<file path="config.mk">
export PLATFORM = sky130hd
export DESIGN_NAME = prog_truth_table_flat
export DESIGN_NICKNAME = d
export VERILOG_FILES = /design/src/rtl/prog_truth_table_if.sv /design/src/rtl/prog_truth_table.sv /design/src/flat_wrapper.sv
export SDC_FILE = /design/constraint.sdc
export NUM_CORES = 1
export LEC_CHECK = 0
export ABC_AREA = 1
export CORE_ASPECT_RATIO = 0.6
export CORE_MARGIN = 2
export CORE_UTILIZATION = 30
export DETAILED_ROUTE_END_ITERATION = 10
export PLACE_DENSITY = 0.54
export SKIP_CTS_REPAIR_TIMING = 1
export SLEW_MARGIN = 20
export SYNTH_ARGS = -nofsm -noshare
export SYNTH_HDL_FRONTEND = slang
export SYNTH_SLANG_ARGS = --single-unit
</file>
<file path="constraint.sdc">
create_clock -name clk -period 2.5 [get_ports clk]
set_clock_uncertainty 0.05 [all_clocks]
set_input_delay 0.5 -clock clk [delete_from_list [all_inputs] [get_ports clk]]
set_output_delay 0.5 -clock clk [all_outputs]
set_load 0.1 [all_outputs]
</file>
<file path="src/rtl/prog_truth_table_if.sv">
// prog_truth_table_if: config, eval stream and sweep signals of the truth-table engine; master drives requests, slave is the engine
interface prog_truth_table_if #(
  parameter int N_IN  = 4,
  parameter int N_OUT = 1
);
  localparam int SEL_W = (N_OUT > 1) ? $clog2(N_OUT) : 1;
  logic              cfg_we;
  logic [N_IN-1:0]   cfg_addr;
  logic [N_OUT-1:0]  cfg_data;
  logic              in_valid;
  logic              in_ready;
  logic [N_IN-1:0]   in_data;
  logic              out_valid;
  logic              out_ready;
  logic [N_OUT-1:0]  out_data;
  logic              sweep_start;
  logic [SEL_W-1:0]  sweep_sel;
  logic              sweep_busy;
  logic              sweep_done;
  logic [N_IN:0]     sweep_count;
  modport master (
    output cfg_we, cfg_addr, cfg_data, in_valid, in_data, out_ready, sweep_start, sweep_sel,
    input  in_ready, out_valid, out_data, sweep_busy, sweep_done, sweep_count
  );
  modport slave (
    input  cfg_we, cfg_addr, cfg_data, in_valid, in_data, out_ready, sweep_start, sweep_sel,
    output in_ready, out_valid, out_data, sweep_busy, sweep_done, sweep_count
  );
endinterface

</file>
<file path="src/rtl/prog_truth_table.sv">
// prog_truth_table: programmable registered LUT with valid/ready eval, config writes and a column minterm-count sweep; ports clk, rst_n (async low), bus (slave: cfg_*, in_*, out_*, sweep_*)
module prog_truth_table #(
  parameter int N_IN  = 4,
  parameter int N_OUT = 1,
  parameter logic [(2**N_IN)*N_OUT-1:0] INIT = 16'hFC55
) (
  input logic clk,
  input logic rst_n,
  prog_truth_table_if.slave bus
);
  localparam int SEL_W = (N_OUT > 1) ? $clog2(N_OUT) : 1;
  typedef enum logic [1:0] {IDLE, SWEEP, DONE} state_t;
  state_t state, state_nx;
  logic [N_OUT-1:0] tbl [2**N_IN];
  logic [N_IN-1:0] idx;
  logic [N_IN:0] cnt;
  logic [SEL_W-1:0] sel_q;
  logic ov, col_bit, accept;
  logic [N_OUT-1:0] od;
  assign accept = bus.in_valid & bus.in_ready;
  // selects with no matching column (sel >= N_OUT) contribute nothing
  always_comb begin
    col_bit = 1'b0;
    for (int k = 0; k < N_OUT; k++)
      if (sel_q == SEL_W'(k)) col_bit = tbl[idx][k];
  end
  always_ff @(posedge clk or negedge rst_n)
    if (!rst_n) state <= IDLE;
    else state <= state_nx;
  always_comb
    state_nx = (state == IDLE)  ? (bus.sweep_start ? SWEEP : IDLE) :
               (state == SWEEP) ? (&idx ? DONE : SWEEP) : IDLE;
  always_ff @(posedge clk or negedge rst_n)
    if (!rst_n) begin
      for (int i = 0; i < 2**N_IN; i++) tbl[i] <= INIT[i*N_OUT +: N_OUT];
      ov <= 1'b0;
      od <= '0;
      idx <= '0;
      cnt <= '0;
      sel_q <= '0;
    end else begin
      if (accept) begin
        ov <= 1'b1;
        od <= tbl[bus.in_data];
      end else if (bus.out_ready) ov <= 1'b0;
      // eval above reads the pre-write entry when both hit the same address
      if (bus.cfg_we && state != SWEEP) tbl[bus.cfg_addr] <= bus.cfg_data;
      if (state == IDLE && bus.sweep_start) begin
        sel_q <= bus.sweep_sel;
        cnt <= '0;
        idx <= '0;
      end else if (state == SWEEP) begin
        cnt <= cnt + (N_IN+1)'(col_bit);
        idx <= idx + 1'b1;
      end
    end
  always_comb begin
    bus.in_ready = (state != SWEEP) & (~ov | bus.out_ready);
    bus.out_valid = ov;
    bus.out_data = od;
    bus.sweep_busy = state == SWEEP;
    bus.sweep_done = state == DONE;
    bus.sweep_count = cnt;
  end
endmodule
</file>
<file path="src/flat_wrapper.sv">
// flat-port wrapper written by rule: the top's interface ports become plain ports
module prog_truth_table_flat 
#(
  parameter int N_IN  = 4,
  parameter int N_OUT = 1,
  parameter logic [(2**N_IN)*N_OUT-1:0] INIT = 16'hFC55
)
  (clk, rst_n, bus_cfg_we, bus_cfg_addr, bus_cfg_data, bus_in_valid, bus_in_data, bus_out_ready, bus_sweep_start, bus_sweep_sel, bus_in_ready, bus_out_valid, bus_out_data, bus_sweep_busy, bus_sweep_done, bus_sweep_count);
  prog_truth_table_if #(.N_IN(N_IN), .N_OUT(N_OUT)) bus_i ();
  input logic clk;
  input logic rst_n;
  input wire logic [$bits(bus_i.cfg_we)-1:0] bus_cfg_we;
  input wire logic [$bits(bus_i.cfg_addr)-1:0] bus_cfg_addr;
  input wire logic [$bits(bus_i.cfg_data)-1:0] bus_cfg_data;
  input wire logic [$bits(bus_i.in_valid)-1:0] bus_in_valid;
  input wire logic [$bits(bus_i.in_data)-1:0] bus_in_data;
  input wire logic [$bits(bus_i.out_ready)-1:0] bus_out_ready;
  input wire logic [$bits(bus_i.sweep_start)-1:0] bus_sweep_start;
  input wire logic [$bits(bus_i.sweep_sel)-1:0] bus_sweep_sel;
  output wire logic [$bits(bus_i.in_ready)-1:0] bus_in_ready;
  output wire logic [$bits(bus_i.out_valid)-1:0] bus_out_valid;
  output wire logic [$bits(bus_i.out_data)-1:0] bus_out_data;
  output wire logic [$bits(bus_i.sweep_busy)-1:0] bus_sweep_busy;
  output wire logic [$bits(bus_i.sweep_done)-1:0] bus_sweep_done;
  output wire logic [$bits(bus_i.sweep_count)-1:0] bus_sweep_count;
  assign bus_i.cfg_we = bus_cfg_we;
  assign bus_i.cfg_addr = bus_cfg_addr;
  assign bus_i.cfg_data = bus_cfg_data;
  assign bus_i.in_valid = bus_in_valid;
  assign bus_i.in_data = bus_in_data;
  assign bus_i.out_ready = bus_out_ready;
  assign bus_i.sweep_start = bus_sweep_start;
  assign bus_i.sweep_sel = bus_sweep_sel;
  assign bus_in_ready = bus_i.in_ready;
  assign bus_out_valid = bus_i.out_valid;
  assign bus_out_data = bus_i.out_data;
  assign bus_sweep_busy = bus_i.sweep_busy;
  assign bus_sweep_done = bus_i.sweep_done;
  assign bus_sweep_count = bus_i.sweep_count;
  prog_truth_table #(.N_IN(N_IN), .N_OUT(N_OUT), .INIT(INIT)) u_core (.clk(clk), .rst_n(rst_n), .bus(bus_i));
endmodule
</file>
==> flow_summary_export.csv, run 1 <==
group,metric,value,unit
timing,fin_setup_tns,0,ps
yosys,netlist_instances,225,
detailed_routing,ant_nets,0,
grt,grt_pass1_vias,1415,
grt,grtUsageTotal,14.91,%
yosys,syn_nets,244,
pwr,p_per_area,1367,mW/mm^2
yosys,synth-edff-count,0,
clock_network,cts_made_buffers,5,
die,dieArea,0.006477,mm^2
detailed_routing,drcViolationCount,0,
pwr,intPower,1.605,mW
layout,area_delta_synth_final,24.82,%
yosys,yosys_warnings,0,
setup_path,worst_ep_required_time,2620,ps
worst_hold_path,hold_class,"flop to flop",
yosys,synth_commonest_cells,"nand2_1, inv_1, nand3_1, a21oi_1, dfrtp_1",
detailed_routing,via_per_inst,4.610,
clock_network,cts.sinks,30,
setup_path,cp-end-kind,"flop",
grt,grt_max_degree,31,
placement,dp_cells,325,
grt,grt-ovfl-total,0,
yosys,yosysSeqAreaShare,43.63,%
pwr,combPwrFrac,45.2,%
die,initial_utilization,31.25,%
timing,max_freq,471.7,MHz
yosys,synth_ff_type,"dfrtp_1",
setup_path,worstReg2RegStart,"u_core.idx[0]$_DFFE_PN0P_",
placement,dp_slack,391.0,ps
yosys,yosys-top-cells-area,"dfrtp_1, dfstp_2, nand2_1, inv_1, nand3_1",
detailed_routing,drtPass1Iterations,4,
grt,grt_pass1_wl,7300,um
yosys,postSynthAreaPerCell,7.774,um^2
pwr,p_sw,1.380,mW
timing,worstMarginPinSlew,549.3,ps
timing,slew_headroom,63.25,%
pwr,seq_power_share,34.0,%
timing,setup_ws,380.0,ps
detailed_routing,vias,1535,
grt,antenna_found_initial,0,
placement,dp_hpwl,3220,um
clock_network,cts-root-buf,"clkbuf_8",
placement,placed_area,0.002041,mm^2
yosys,syn_area,0.001749,mm^2
yosys,ys_ff_latch,30,
flow_run,max-cap-violations,0,
layout,fin_nets,271,
yosys,synth.distinct_cells,26,
layout,antenna_cells,0,
setup_path,cp.arrival,2240,ps
clock_network,clock_path_buffers,2,
setup_path,crit_path_start,"u_core.idx[0]$_DFFE_PN0P_",
setup_path,path_max_fanout,18,
timing,fin_crit_sh,84.80,%
setup_path,critical_path_class,"flop to flop",
detailed_routing,drt_iter0_drc,99,
timing,setup_viol,0,
yosys,yosys.area.top_type,"dfrtp_1",
yosys,async_reset_ff_share,100.0,%
pwr,ir_drop,0.6735,mV
die,core-area,0.005597,mm^2
status,status,"complete, no violations",
placement,place_congestion,0.8031,
worst_hold_path,worst_hold_startpoint,"u_core.bus.sweep_count[4]$_DFFE_PN0P_",
clock_network,clk_pin_slew,70,ps
yosys,synth_most_common_cell,"nand2_1",
clock_network,clk-insertion-delay-late,290,ps
die,rows,21,
pwr,clkPwrFrac,20.8,%
detailed_routing,wl_per_cell,12.97,um
layout,fillers,594,
die,ios,26,
layout,drive_gt1_share,16.21,%
layout,register_area,763.2,um^2
setup_path,start_kind,"flop",
timing,final_hold_viol_count,0,
clock_network,tritoncts,"yes",
timing,grt_setup_unrepaired,"false",
layout,final_cell_area,0.002183,mm^2
clock_network,h-tree-depth,2,
timing,drv_slew,0,
layout,final_cells,333,
pwr,power_leakage,1.045,nW
yosys,synth_top_cell_area_share,28.61,%
placement,io_buffers,25,
die,die_x,102.6,um
layout,multi_input_area,794.5,um^2
die,die_y,63.15,um
pwr,switching_share,46.23,%
timing,period_needed,2120,ps
detailed_routing,totalWireLength,4318,um
[area by class of cell]
cell class | instances | share of cell area (%)
timing repair buffer | 26 | 11.23
clock inverter | 2 | 2.751
clock buffer | 6 | 3.782
tap | 80 | 4.585
multi-input combinational | 153 | 36.39
inverter | 36 | 6.304
sequential | 30 | 34.96
[power by group through the flow]
stage	clock network (mW)	registers [mW]	logic (mW)
detailed placement	0	1.01	1.35
CTS	0.631	1.01	1.36
finish	0.621	1.01	1.35
global placement	0	1.02	1.36
global route	0.656	1.05	1.50
floorplan	0	1.20	0.839
[metal layers]
layer | vias up | global-route usage, % | part of all wire, %
met2 | 41 | 18.30 | 37
met3 | 2 | 4.440 | 6.2
met5 | - | 0 | 0
li1 | 798 | - | -
met4 | 0 | 4.000 | 0.63
met1 | 694 | 24.28 | 56
[flip-flops by register name, summed over array words and instances, names as in the netlist]
register,count
u_core.bus.sweep_count,5
u_core.idx,4
u_core.state,2
u_core.bus.out_data,1
u_core.bus.out_valid,1
u_core.tbl,16
u_core.sel_q,1
[through the flow]
step                hold slack, ps  total power, mW  util [%]
floorplan                    154.4            2.043         -
global placement             429.9            2.373     36.46
finish                       449.6            2.985     39.01
detailed placement           438.8            2.362     36.46
CTS                          452.3            2.996     39.01
global route                 493.5            3.206     39.01
[worst paths after layout]
| kind | to | slack (ps) | depth (start not counted) |
|---|---|---|---|
| max | u_core.bus.sweep_count[4]$_DFFE_PN0P_ | 380 | 13 |
| min | u_core.bus.sweep_count[4]$_DFFE_PN0P_ | 450 | 1 |
| max reg2reg | u_core.bus.sweep_count[4]$_DFFE_PN0P_ | 380 | 13 |
| min reg2reg | u_core.bus.sweep_count[4]$_DFFE_PN0P_ | 450 | 1 |
| max in group asynchronous | u_core.tbl[4]$_DFFE_PN1P_ | 1520 | 2 |
| min in group asynchronous | u_core.bus.sweep_count[4]$_DFFE_PN0P_ | 550 | 2 |
[layout by cell type, fill, tap and decap left out, drive strengths merged]
cell type and count:
clkdlybuf4s50 15, clkbuf 6, ha 3, dfrtp 20, o21ai 7, inv 36
bufinv 2, nand3b 1, nand2 57, a21oi 20, dfstp 10, nand3 23
buf 11, nor2 17, nand4 1, a31oi 16, o31ai 2, o211ai 6
[logic make-up after synthesis]
logic type | Yosys count | share of synthesized area [%]
buffers and inverters | 42 | 10.94
DFF | 30 | 43.63
AOI/OAI and AO/OA | 51 | 17.45
and+or+nand+nor | 99 | 25.82
adders and majority gates | 3 | 2.146
[worst max-delay path, cell delays in order, from the launching register on]
cell	delay, ps
dfrtp_1	670
o211ai_1	200
nand2_1	100
nand2_1	60
nand3_1	60
nand2_1	50
nor2_1	100
ha_1	170
ha_1	180
nand2_1	60
inv_1	80
nand3_1	90
nand3_1	70
o21ai_0	80
Note: power is estimated with default switching activity, not from simulation.
==> inputs of run 2 (changes only) <==
- clock period: 2.5 -> 2.1 ns (I/O delays scaled with it)
==> run 2 against run 1 <==
Flip-flop and latch count unchanged. Fmax increased by 8.8%. Cell area increased by 3.2%. Register-to-register slack got worse by 230 ps.
==> flow_summary_export.csv, run 2 (same netlist as run 1, synthesis figures left out) <==
group,metric,value,unit
status,status,"complete, no violations",
pwr,power,3.506,mW
timing,worstMarginPinSlew,473.9,ps
detailed_routing,vias,1601,
detailed_routing,drtPass1Iterations,4,
clock_network,clock_path_buffers,2,
timing,period_needed,1948,ps
layout,fin_nets,278,
die,rows,21,
clock_network,tritoncts,"yes",
clock_network,h-tree-depth,2,
detailed_routing,drcViolationCount,0,
flow_run,max-cap-violations,0,
grt,grtUsageTotal,15.02,%
detailed_routing,wl_per_cell,13.09,um
timing,fin_crit_sh,92.77,%
layout,top_register,"u_core.tbl",
setup_path,worstReg2RegStart,"u_core.idx[0]$_DFFE_PN0P_",
detailed_routing,drt_iter0_drc,134,
grt,grt_max_degree,31,
grt,grt-ovfl-total,0,
worst_hold_path,min_path_cells,2,
detailed_routing,totalWireLength,4452,um
timing,final_hold_viol_count,0,
setup_path,rr_worst_depth,13,
die,ios,26,
placement,dp_slack,9.893,ps
worst_hold_path,worst_hold_startpoint,"u_core.bus.out_data$_DFFE_PN0P_",
grt,grt_pass1_vias,1392,
layout,area_delta_synth_final,28.76,%
timing,drv_slew,0,
timing,fin_setup_tns,0,ps
setup_path,start_kind,"flop",
worst_hold_path,hold_class,"flop to flop",
timing,grt_setup_unrepaired,"true",
pwr,intPower,1.792,mW
detailed_routing,ant_nets,0,
setup_path,cp-end-kind,"flop",
die,die_x,102.6,um
clock_network,cts_made_buffers,5,
placement,place_congestion,0.8285,
timing,max_freq,513.3,MHz
pwr,switching_share,48.88,%
layout,final_cell_area,0.002252,mm^2
timing,slew_headroom,68.37,%
layout,drive_gt1_share,23.46,%
timing,setup_viol,0,
timing,setup_ws,151.7,ps
pwr,seq_power_share,33.3,%
layout,fillers,577,
layout,layout.cells.most_common,"nand2_1",
setup_path,worst_ep_required_time,2210,ps
setup_path,crit_path_start,"u_core.idx[0]$_DFFE_PN0P_",
die,initial_utilization,31.25,%
pwr,p_per_area,1557,mW/mm^2
clock_network,clk-insertion-delay-late,280,ps
placement,dp_hpwl,3315,um
grt,grt_pass1_wl,7431,um
pwr,p_sw,1.714,mW
placement,io_buffers,25,
placement,placed_area,0.002098,mm^2
grt,antenna_found_initial,0,
clock_network,cts.sinks,30,
die,dieArea,0.006477,mm^2
detailed_routing,via_per_inst,4.709,
layout,layout_common_cells,"nand2_1, inv_1, nand3_1",
die,core-area,0.005597,mm^2
setup_path,cp.arrival,2060,ps
setup_path,r2r_slack,150,ps
setup_path,path_max_fanout,9,
setup_path,critical_path_class,"flop to flop",
pwr,clkPwrFrac,14.1,%
clock_network,clk_pin_slew,70,ps
pwr,power_leakage,1.058,nW
die,die_y,63.15,um
pwr,ir_drop,0.7040,mV
clock_network,cts-root-buf,"clkbuf_8",
layout,antenna_cells,0,
setup_path,reg2reg_to,"u_core.bus.sweep_count[4]$_DFFE_PN0P_",
worst_hold_path,whs_endpoint,"u_core.bus.out_data$_DFFE_PN0P_",
layout,largest_reg_flops,16,
pwr,combPwrFrac,52.6,%
-- run 2: how the worst max path moves through the flow --
stage / cells after the start / slack [ps] / endpoint
floorplan: 8 / 6 / u_core.bus.out_data$_DFFE_PN0P_
global placement: 12 / 80 / u_core.bus.sweep_count[2]$_DFFE_PN0P_
detailed placement: 12 / 10 / u_core.bus.sweep_count[2]$_DFFE_PN0P_
CTS: 12 / -6 / u_core.bus.sweep_count[2]$_DFFE_PN0P_
global route: 11 / -50 / u_core.bus.sweep_count[3]$_DFFE_PN0P_
finish: 13 / 150 / u_core.bus.sweep_count[4]$_DFFE_PN0P_
-- run 2: per-layer routing --
layer	global-route usage [%]	share of wire, %
met1	26.49	56
met2	16.26	34
met3	5.216	9.0
met4	2.500	0.18
met5	0	0
-- run 2: power groups by stage --
stage	Clock (mW)	Sequential [mW]	Combinational [mW]
after global routing	0.537	1.20	2.03
after floorplan	0	1.43	0.999
final	0.495	1.17	1.85
after detailed placement	0	1.19	1.71
after CTS	0.503	1.18	1.72
after global placement	0	1.19	1.72
-- run 2: critical path: stages (launching register included) --
cell,delay (ps)
dfrtp_2,420
buf_4,170
o211ai_2,160
nand3_1,90
nand3_1,90
nand2_1,50
nor2_1,100
ha_2,210
ha_4,130
nand2_1,50
inv_2,70
nand3_1,80
nand3_1,70
o21ai_0,80
-- run 2: metrics by stage --
step,hold WS (ps),instances,util (%)
after detailed placement,424.1,329,37.49
after CTS,448.5,337,39.19
after floorplan,74.41,225,-
after global placement,424.3,329,37.49
after global routing,466.3,340,40.24
final,441.4,340,40.24
-- run 2: layout make-up --
cell class | instances | area (um^2) | area share, %
clock buffer | 6 | 82.58 | 3.667
multi-input combinational | 153 | 828.3 | 36.78
inverter | 36 | 137.6 | 6.111
tap | 80 | 100.1 | 4.444
clock inverter | 2 | 12.51 | 0.5556
timing repair buffer | 33 | 326.6 | 14.50
sequential | 30 | 764.5 | 33.94
==> edit (config.mk and constraints of run 2) <==
Make the reset (`rst_n`) synchronous in 2 clocked blocks. Comments in the files are not updated.
--- a/src/rtl/prog_truth_table.sv
+++ b/src/rtl/prog_truth_table.sv
@@ -24,13 +24,13 @@
     for (int k = 0; k < N_OUT; k++)
       if (sel_q == SEL_W'(k)) col_bit = tbl[idx][k];
   end
-  always_ff @(posedge clk or negedge rst_n)
+  always_ff @(posedge clk)
     if (!rst_n) state <= IDLE;
     else state <= state_nx;
   always_comb
     state_nx = (state == IDLE)  ? (bus.sweep_start ? SWEEP : IDLE) :
                (state == SWEEP) ? (&idx ? DONE : SWEEP) : IDLE;
-  always_ff @(posedge clk or negedge rst_n)
+  always_ff @(posedge clk)
     if (!rst_n) begin
       for (int i = 0; i < 2**N_IN; i++) tbl[i] <= INIT[i*N_OUT +: N_OUT];
       ov <= 1'b0;
Check against the original RTL: differs if rst_n is asserted again (counterexample within 4 cycles, from zero or initial values and one cycle with rst_n low); with rst_n held inactive, the same outputs for 10 cycles.
==> edit against run 2 <==
Core utilization decreased by 0.28 points; highest routed layer unchanged; sequential cell count up 4; sequential share of layout area rose by 0.49 points; synthesized area grew 3.5%; wire length down 1.1%; via count is 1.8% higher; setup slack gained 0.11 ns; design area increased by 1.2%; global-route usage is 0.64 points lower; synthesized cell count is 8.4% higher; cell count rose by 4.7%; largest cell class unchanged.
Power is not compared: it rests on default switching activity, and its combinational part moved more than twofold at a synthesized area within 25%.
==> edit: results (changes against run 2) <==
stage,metric,value,unit,change
status,status,"complete, no violations",,unchanged
layout,Non-clock buffer share,13.5,%,was 14.5%
placed_design,HPWL after DPL,3390,um,was 3320 um
layout,multi-input logic portion of the cell area,37.9,%,was 36.8%
yosys,Unique masters post-synth,29,,was 26
layout,count of plain and timing-repair buffers,31,,was 33
placed_design,"Cell Area, Placed",2190,um^2,was 2100 um^2
drt,DR WL/cell,12.4,um,was 13.1 um
yosys,area share of fa/ha/maj cells after synthesis,2.07,%,was 2.15%
setup_path,critical path endpoint,u_core.bus.sweep_count[4]$_SDFFE_PP0P_,,was u_core.bus.sweep_count[4]$_DFFE_PN0P_
yosys,Synth area leaders,"dfxtp_1 (27%), edfxtp_1 (17%), nand2_1 (13%)",,"was dfrtp_1 (29%), dfstp_2 (15%), nand2_1 (12%)"
layout,share of layout cells above drive strength 1,13.4,%,was 23.5%
setup_path,Crit-path slowest cell,dfxtp_4,,was dfrtp_2
worst_hold_path,Worst Hold End,u_core.tbl[3]$_DFF_P_,,was u_core.bus.out_data$_DFFE_PN0P_
layout,# nets final,294,,was 278
global_route,first-pass GRT wire length,7520,um,was 7430 um
clock_network,CTS Sinks,34,,was 30
setup_path,flop2flop setup slack,0.26,ns,was 0.15 ns
global_route,gr usage total,14.4,%,was 15.0%
yosys,Post-synth EDFFs,10,,was 0
yosys,net count after synthesis,263,,was 244
worst_hold_path,Hold Startpoint,u_core.tbl[3]$_DFF_P_,,was u_core.bus.out_data$_DFFE_PN0P_
layout,count of multi-input gates,167,,was 153
yosys,synth cell count leaders,"nand2_1 (64), nand3_1 (38), inv_1 (32)",,"was nand2_1 (55), inv_1 (34), nand3_1 (23)"
setup_path,worst r2r dst,u_core.bus.sweep_count[4]$_SDFFE_PP0P_,,was u_core.bus.sweep_count[4]$_DFFE_PN0P_
layout,Seq area share,34.4,%,was 33.9%
layout,fill cell count,616,,was 577
sta,worst slew pin tran,0.539,ns,was 0.474 ns
drt,initial DRC count,89,,was 134
placed_design,gpl congestion,0.892,,was 0.829
==> edit: cell families after synthesis <==
| group | Yosys count |
|---|---|
| DFF | 34 |
| xor gates and xnor gates | 3 |
| AOI/OAI and AO/OA | 25 |
| buffers and inverters | 43 |
| and+or+nand+nor | 136 |
| adders and majority gates | 3 |
==> edit: metrics by stage <==
stage	setup WS, ns	power, mW	instances	util [%]	hold slack [ns]
floorplan	0.0121	0.915	244	-	0.400
detailed placement	0.0473	1.02	348	38.4	0.415
finish	0.263	1.48	356	40.0	0.426
CTS	0.0401	1.50	356	39.9	0.427
global placement	0.117	1.02	348	38.4	0.412
global route	0.0263	1.55	356	40.0	0.441
==> edit: layer usage <==
metal,up-vias,global-route usage (%),share of wire (%)
met4,0,3.55,0.82
met2,39,17.8,35
met3,5,3.78,5.3
met1,728,23.3,59
met5,-,0,0
li1,858,-,-
==> edit: worst min-delay path, cell delays in order (launching register included) <==
cell	delay [ns]
dfxtp_1	0.31
nand3_1	0.07
o21ai_1	0.05
